### src/rtl/unary_drv_pkg.sv
// Shared types and sizing helpers for the unary-adder operand driver.
package unary_drv_pkg;

    typedef enum logic [2:0] {IDLE, SEND, TURN, COLLECT, HOLD} state_e;

    localparam int STREAM_LEN_DEF = 15;

    function automatic int width_for(input int max_val);
        return $clog2(max_val + 1);
    endfunction

endpackage

### src/rtl/unary_thermo_counter.sv
// Saturating ones counter for a unary stream; flags any 1 that follows a 0.
module unary_thermo_counter #(
    parameter int RES_W = 5
) (
    input  logic             clk,
    input  logic             clr,
    input  logic             en,
    input  logic             din,
    output logic [RES_W-1:0] sum,
    output logic             err
);

    logic [RES_W-1:0] sum_q, sum_d;
    logic             zero_seen_q, zero_seen_d;
    logic             err_q, err_d;

    always_comb begin
        sum_d       = sum_q;
        zero_seen_d = zero_seen_q;
        err_d       = err_q;
        if (en) begin
            if (din) begin
                if (sum_q != {RES_W{1'b1}}) begin
                    sum_d = sum_q + RES_W'(1);
                end
                if (zero_seen_q) begin
                    err_d = 1'b1;
                end
            end else begin
                zero_seen_d = 1'b1;
            end
        end
    end

    always_ff @(posedge clk) begin
        if (clr) begin
            sum_q       <= '0;
            zero_seen_q <= 1'b0;
            err_q       <= 1'b0;
        end else begin
            sum_q       <= sum_d;
            zero_seen_q <= zero_seen_d;
            err_q       <= err_d;
        end
    end

    assign sum = sum_q;
    assign err = err_q;

endmodule

### src/rtl/unary_operand_driver.sv
// Serialises two operands as thermometer streams, then collects and counts the adder result.
// Optional self-check of the collected sum is built when UNARY_DRV_CHECK_EN is defined.
module unary_operand_driver
    import unary_drv_pkg::*;
#(
    parameter int STREAM_LEN = STREAM_LEN_DEF,
    parameter int CNT_W      = width_for(STREAM_LEN),
    parameter int RES_W      = CNT_W + 1
) (
    input  logic             clk,
    input  logic             rst,
    input  logic             op_valid,
    output logic             op_ready,
    input  logic [CNT_W-1:0] op_a,
    input  logic [CNT_W-1:0] op_b,
    output logic             A,
    output logic             B,
    output logic             en,
    output logic             read_or_write,
    input  logic             dout,
    input  logic             C,
    output logic             res_valid,
    input  logic             res_ready,
    output logic [RES_W-1:0] res_sum,
    output logic             res_ovf,
    output logic             res_err,
    output logic             res_clamp,
    output logic             res_mismatch
);

    localparam int               COLLECT_LEN = 2 * STREAM_LEN;
    localparam int               IDX_W       = width_for(COLLECT_LEN);
    localparam logic [CNT_W-1:0] MAX_OP      = CNT_W'(STREAM_LEN);
    localparam logic [IDX_W-1:0] SEND_LAST   = IDX_W'(STREAM_LEN - 1);
    localparam logic [IDX_W-1:0] COLL_LAST   = IDX_W'(COLLECT_LEN - 1);

    state_e           state_q, state_d;
    logic [IDX_W-1:0] idx_q, idx_d;
    logic [CNT_W-1:0] a_q, a_d, b_q, b_d;
    logic             op_ready_q, op_ready_d;
    logic             a_out_q, a_out_d, b_out_q, b_out_d;
    logic             en_q, en_d, rw_q, rw_d;
    logic             res_valid_q, res_valid_d;
    logic             ovf_q, ovf_d, clamp_q, clamp_d;
    logic             coll_q, coll_d;
    logic             accept;

    always_comb begin
        accept  = op_valid & op_ready_q;
        state_d = state_q;
        idx_d   = idx_q;
        a_d     = a_q;
        b_d     = b_q;
        ovf_d   = ovf_q;
        clamp_d = clamp_q;
        case (state_q)
            IDLE: begin
                if (accept) begin
                    state_d = SEND;
                    idx_d   = '0;
                    a_d     = (op_a > MAX_OP) ? MAX_OP : op_a;
                    b_d     = (op_b > MAX_OP) ? MAX_OP : op_b;
                    clamp_d = (op_a > MAX_OP) | (op_b > MAX_OP);
                    ovf_d   = 1'b0;
                end
            end
            SEND: begin
                if (idx_q == SEND_LAST) begin
                    state_d = TURN;
                    idx_d   = '0;
                end else begin
                    idx_d = idx_q + IDX_W'(1);
                end
            end
            TURN: begin
                state_d = COLLECT;
                idx_d   = '0;
            end
            COLLECT: begin
                if (idx_q == COLL_LAST) begin
                    state_d = HOLD;
                end else begin
                    idx_d = idx_q + IDX_W'(1);
                end
            end
            HOLD: begin
                if (res_valid_q & res_ready) begin
                    state_d = IDLE;
                end
            end
            default: state_d = IDLE;
        endcase

        // Stream outputs trail the state register by one edge; coll_q marks cycles the adder drives dout.
        if (coll_q & C) begin
            ovf_d = 1'b1;
        end
        op_ready_d  = (state_d == IDLE);
        res_valid_d = (state_q == HOLD) && (state_d == HOLD);
        en_d        = (state_q == SEND) || (state_q == TURN) || (state_q == COLLECT);
        rw_d        = (state_q == TURN) || (state_q == COLLECT);
        a_out_d     = (state_q == SEND) && (32'(idx_q) < 32'(a_q));
        b_out_d     = (state_q == SEND) && (32'(idx_q) < 32'(b_q));
        coll_d      = (state_q == COLLECT);
    end

    always_ff @(posedge clk) begin
        if (rst) begin
            state_q     <= IDLE;
            idx_q       <= '0;
            op_ready_q  <= 1'b0;
            a_out_q     <= 1'b0;
            b_out_q     <= 1'b0;
            en_q        <= 1'b0;
            rw_q        <= 1'b0;
            res_valid_q <= 1'b0;
            ovf_q       <= 1'b0;
            clamp_q     <= 1'b0;
            coll_q      <= 1'b0;
        end else begin
            state_q     <= state_d;
            idx_q       <= idx_d;
            op_ready_q  <= op_ready_d;
            a_out_q     <= a_out_d;
            b_out_q     <= b_out_d;
            en_q        <= en_d;
            rw_q        <= rw_d;
            res_valid_q <= res_valid_d;
            ovf_q       <= ovf_d;
            clamp_q     <= clamp_d;
            coll_q      <= coll_d;
        end
    end

    always_ff @(posedge clk) begin
        a_q <= a_d;
        b_q <= b_d;
    end

    logic [RES_W-1:0] cnt_sum;
    logic             cnt_err;

    unary_thermo_counter #(.RES_W(RES_W)) u_cnt (
        .clk (clk),
        .clr (rst | accept),
        .en  (coll_q),
        .din (dout),
        .sum (cnt_sum),
        .err (cnt_err)
    );

`ifdef UNARY_DRV_CHECK_EN
    logic             mm_q, mm_d;
    logic [RES_W-1:0] final_sum;

    // The last dout sample lands on the same edge res_valid rises, so fold it in here.
    always_comb begin
        final_sum = cnt_sum;
        if (coll_q && dout && (cnt_sum != {RES_W{1'b1}})) begin
            final_sum = cnt_sum + RES_W'(1);
        end
        mm_d = mm_q;
        if (accept) begin
            mm_d = 1'b0;
        end else if ((state_q == HOLD) && !res_valid_q) begin
            mm_d = (final_sum != (RES_W'(a_q) + RES_W'(b_q)));
        end
    end

    always_ff @(posedge clk) begin
        if (rst) begin
            mm_q <= 1'b0;
        end else begin
            mm_q <= mm_d;
        end
    end

    assign res_mismatch = mm_q;
`else
    assign res_mismatch = 1'b0;
`endif

    assign op_ready      = op_ready_q;
    assign A             = a_out_q;
    assign B             = b_out_q;
    assign en            = en_q;
    assign read_or_write = rw_q;
    assign res_valid     = res_valid_q;
    assign res_sum       = cnt_sum;
    assign res_ovf       = ovf_q;
    assign res_err       = cnt_err;
    assign res_clamp     = clamp_q;

endmodule

### config.mk
export PLATFORM = sky130hd
export DESIGN_NAME = unary_operand_driver
export DESIGN_NICKNAME = d
export VERILOG_FILES = /design/src/rtl/unary_drv_pkg.sv /design/src/rtl/unary_thermo_counter.sv /design/src/rtl/unary_operand_driver.sv
export SDC_FILE = /design/constraint.sdc
export NUM_CORES = 1
export LEC_CHECK = 0
export CAP_MARGIN = 25
export CORE_MARGIN = 4
export CORE_UTILIZATION = 49
export CTS_CLUSTER_SIZE = 10
export DETAILED_ROUTE_END_ITERATION = 8
export PLACE_DENSITY = 0.88
export SYNTH_ARGS = -nofsm -noshare
export SYNTH_HDL_FRONTEND = slang
export SYNTH_SLANG_ARGS = --single-unit
### constraint.sdc
create_clock -name clk -period 2.1 [get_ports clk]
set_input_delay 0.42 -clock clk [delete_from_list [all_inputs] [get_ports clk]]
set_output_delay 0.42 -clock clk [all_outputs]
set_load 0.02 [all_outputs]
# Yosys cells after proc, flatten, opt, wreduce, memory -nomap -nowiden
# Index checks and enable logic that the tools add are counted.
# word_totals
wordCells,67
input_bits,14
ff_bits,32
# op_classes
n_eq_ne,10
addsub,2
n_reduce_logical,17
bitwise_logic,6
mux,12
n_lt_le_gt_ge,4
# ops
operator,count
$pmux 5 s4,1
$mux 5,3
$pmux 3 s5,1
$mux 3,4
$add 5x1->5 const B,2
$lt 5x4->1,2
$reduce_and 3->1,3
$gt 4x4->1 const B,2
$eq 3x2->1 const B,2
$eq 3x3->1 const B,2
$logic_not 3->1,2
$reduce_and 2->1,3
$eq 5x4->1 const B,1
$eq 5x5->1 const B,1
$ne 5x5->1 const B,1
$ne 2x2->1 const B,2
$reduce_bool 2->1,2
$reduce_bool 4->1,1
$and 1x1->1,3
$eq 3x1->1 const B,1
$logic_and 1x1->1,3
$logic_or 1x1->1,3
$mux 1,3
$or 1x1->1,2
$not 1->1,1

# Depth between registers and ports, before layout
# depth
depth_word,5
mapped_depth,8
depth_no_buf,7

# Cells and area by module
# A second synthesis with hierarchy kept.
# unflattened
cells_unflattened,137
area_unflattened_um2,1433.9
# modules_own_cells
module,area_per_inst_um2,instances,cells_per_inst,seq_area_each_um2
unary_operand_driver,1137.3,1,108,560.5
unary_thermo_counter,296.5,1,29,140.1

# Least setup slack after synthesis
# Ideal clock, no wire load.
# synth_timing
path_type,reg2reg
from,"register u_cnt.sum_q[0], in the netlist u_cnt.sum[0]"
to,"register u_cnt.sum_q[3], in the netlist u_cnt.sum[3]"
n_path_buf,1
arrival_time_ps,1669
path_slack_ps,310
path_stages_with_launch,9
cell_sequence,dfxtp_1 -> ha_1 -> and3_1 -> ha_1 -> and3b_1 -> clkbuf_1 -> nand4_1 -> xor2_1 -> nor2_1
# synth_via
elab_chain_len,2
elab_cells_between_ends,3
cone_classes,1 x add/sub; 1 x eq/ne; 1 x reduce/logical
# synth_rtl
element,line_no,text
start: declaration,unary_thermo_counter.sv:13,"logic [RES_W-1:0] sum_q, sum_d;"
start signal: assignment,unary_thermo_counter.sv:41,sum_q <= sum_d;
branches (longest 2 deep; another with $add 5x1->5),--,
# Several ways; the timed one is not identified.
# A chain may end at the register's enable or synchronous reset.

# Worst setup path in the final report
# Same ends and word-level chain as after synthesis.

==> flow_summary.ini <==
[status]
status = completed

[routing]
antenna_left = 0
route.vias.total = 1054
drt_iter0_markers = 21
drc = 0
wirelength_um = 2720
wl_per_cell_um = 13.7
drt_pre_antenna_iters = 4
via_per_inst = 5.32

[setup_path]
r2r.worst_path.cells = 7
regToRegSetupSlack_ns = 0.26
critPathLaunch = u_cnt.sum[0]$_SDFFE_PP0P_
reg2reg_to = u_cnt.sum[3]$_SDFFE_PP0P_
endpoint_kind_of_the_worst_setup_timing_path = flop
path_max_fanout = 5
timing.critical_path.from_type = flop
worst-setup-path-type = reg2reg
worst-endpoint-required_ns = 2.33
regToRegStartpoint = u_cnt.sum[0]$_SDFFE_PP0P_
crit_arrival_ns = 2.06

[min_path]
cell_count_of_the_worst_hold_path = 2
hold_path_startpoint = u_cnt.err$_SDFFE_PP0P_
hold_class = reg2reg
hold_path_end = u_cnt.err$_SDFFE_PP0P_

[cts]
cts-hold-fix-buffers = 0
cts_root_buffer = sky130_fd_sc_hd__clkbuf_4
cts_buffers = 5
clkSlewWorstSetupHoldPaths_ns = 0.10
worst_skew_pair.late_latency_ns = 0.33
postCtsResizedCells = 0
clk_path_buf_depth = 2
clock_tree.htree_level_count = 2
cts_tree = built
cts.sink_count = 31
post_cts_buffers = 0

[power_and_ir_drop]
max-vdd-ir-drop_uv = 680
leakage_power_nw = 0.796
power_density_nw_per_um2 = 703

[global_routing]
grt_max_degree = 11
grt_antenna_before_repair = 0
track_usage_pct = 17.3
final_global_route_overflow_total = 0
first_global_vias = 1088
grt_first_pass_wirelength_um = 4580

[sta]
max_freq_ghz = 0.544
grt_setup_unrepaired = no
period_needed_ns = 1.84
final-hold-violation-count = 0
maxSlewViolCount = 0
report.final.setup_viol = 0
period_share_pct = 87.5
skew_ns = 0.00753
fin_tns_setup_ns = 0

[final_layout]
num_antenna_cells = 0
design.final.nets = 192
area_growth_pct = 26.8
post_route_cells_drive_above_1_share_pct = 7.14
filler_cell_count = 190
final_cells = 198

[floorplan]
die_h_um = 61.0
fp-row-count = 18
die_w_um = 61.0
design.core.area_sq_um = 2590
initial_core_util_pct = 53.2
design.die.area_sq_um = 3730
pin_count = 29

[placement]
place.gp.congestion = 0.795
place.detailed.hpwl_um = 2080
port-buffer-count = 26
post-place-cells = 190

[logic_synthesis]
post-synth-top-area-cell = sky130_fd_sc_hd__dfxtp_1
most_common_cell_in_the_synthesized_netlist = sky130_fd_sc_hd__dfxtp_1
yosysWarningCount = 0
netlist_instances = 137
yosysSeqAreaShare_pct = 50.8
syn_area_sq_um = 1380
ys_async_sr_fraction_pct = 0
synth_top_area_share_pct = 33.4
yosysUniqueCellTypes = 38
synthesis.area_per_instance_sq_um = 10.1
synth.area.top_cells = sky130_fd_sc_hd__dfxtp_1 33%, sky130_fd_sc_hd__edfxtp_1 17%, sky130_fd_sc_hd__ha_1 10%
synth_edf_count = 8
synth_ff_type = sky130_fd_sc_hd__dfxtp_1
post_synth_most_frequent_cells = 23 x sky130_fd_sc_hd__dfxtp_1, 13 x sky130_fd_sc_hd__nor2_1, 12 x sky130_fd_sc_hd__inv_1, 11 x sky130_fd_sc_hd__ha_1, 8 x sky130_fd_sc_hd__edfxtp_1
ys_ff_latch = 31

[job]
drv_cap = 0
[sequential cells by signal, summed over array words and instances, names as in the netlist]
register           flops
u_cnt.sum              5
idx_q                  5
res_valid              1
op_ready               1
B                      1
u_cnt.zero_seen_q      1
en                     1
res_ovf                1
b_q                    4
a_q                    4
u_cnt.err              1
state_q                3
A                      1
coll_q                 1
read_or_write          1
[layout make-up]
class | instances | area [sq um] | area share (%)
multi-input combinational | 89 | 603 | 34.5
tap | 30 | 37.5 | 2.15
clock buffer | 6 | 51.3 | 2.93
timing repair buffer | 28 | 275 | 15.7
inverter | 12 | 45.0 | 2.58
clock inverter | 2 | 35.0 | 2.00
sequential | 31 | 701 | 40.1
[critical path, cell delays in order (launching register included)]
cell                      delay (ns)
sky130_fd_sc_hd__dfxtp_1        0.36
sky130_fd_sc_hd__ha_1           0.23
sky130_fd_sc_hd__and3_1         0.19
sky130_fd_sc_hd__ha_1           0.17
sky130_fd_sc_hd__and3b_1        0.38
sky130_fd_sc_hd__nand4_1        0.17
sky130_fd_sc_hd__xor2_1         0.17
sky130_fd_sc_hd__nor2_1         0.06
[worst max-delay path by stage]
stage / end / slack, ns
6_report: u_cnt.sum[3]$_SDFFE_PP0P_ / 0.26
5_1_grt: u_cnt.sum[3]$_SDFFE_PP0P_ / 0.16
4_1_cts: u_cnt.sum[3]$_SDFFE_PP0P_ / 0.26
3_5_place_dp: b_q[0]$_DFFE_PP_ / 0.09
3_3_place_gp: b_q[0]$_DFFE_PP_ / 0.11
2_1_floorplan: u_cnt.sum[3]$_SDFFE_PP0P_ / 0.31
[cell usage in the layout (no fill, tap or decap), types with 3 or more instances in the layout]
master,count
sky130_fd_sc_hd__clkdlybuf4s50_1,26
sky130_fd_sc_hd__ha_1,11
sky130_fd_sc_hd__a21o_1,5
sky130_fd_sc_hd__nand2b_1,3
sky130_fd_sc_hd__edfxtp_1,8
sky130_fd_sc_hd__nand2_1,7
sky130_fd_sc_hd__nor3_1,4
sky130_fd_sc_hd__and3_1,4
sky130_fd_sc_hd__mux2i_1,3
sky130_fd_sc_hd__inv_1,12
sky130_fd_sc_hd__nor2_1,13
sky130_fd_sc_hd__a21oi_1,6
sky130_fd_sc_hd__clkbuf_4,5
sky130_fd_sc_hd__nand3_1,3
sky130_fd_sc_hd__dfxtp_1,23
[power by group]
group | total [mW] | switching (mW) | leakage, nW | internal [mW]
Sequential | 0.639 | 0.0101 | 0.260 | 0.629
Clock | 0.489 | 0.208 | 0.0482 | 0.281
Combinational | 0.101 | 0.0488 | 0.487 | 0.0519
[layer usage]
layer	routed length, um	GRT usage, %	share of wire [%]	vias to the layer above
met5	0	0	0	-
met4	95	13.0	3.5	0
met3	135	5.45	5.0	9
met2	1390	28.2	51	30
met1	1100	18.6	40	482
li1	-	-	-	533
[cell families (layout without fill, tap and decap cells)]
group                      after synthesis  after routing  synth area share [%]
adders and majority gates               11             11                  9.98
xor gates and xnor gates                 3              3                  1.91
other                                    1              2                 0.272
AOI/OAI and AO/OA                       23             23                  11.1
and+or+nand+nor                         47             47                  18.1
buffers and inverters                   18             48                  5.72
muxes                                    3              3                  2.18
DFF                                     31             31                  50.8
[stage by stage]
stage                     instance area [sq um]  hold WS (ns)  worst slack, ns  utilization [%]  power [mW]
after global placement                     1660         0.447            0.111             64.2       0.749
after detailed placement                   1660         0.473           0.0901             64.2       0.754
after CTS                                  1750         0.499            0.256             67.5        1.24
after global routing                       1750         0.548            0.164             67.5        1.28
after floorplan                            1380         0.437            0.310                -       0.706
final                                      1750         0.487            0.262             67.5        1.23
No activity file was read; power rests on OpenSTA's default activity.
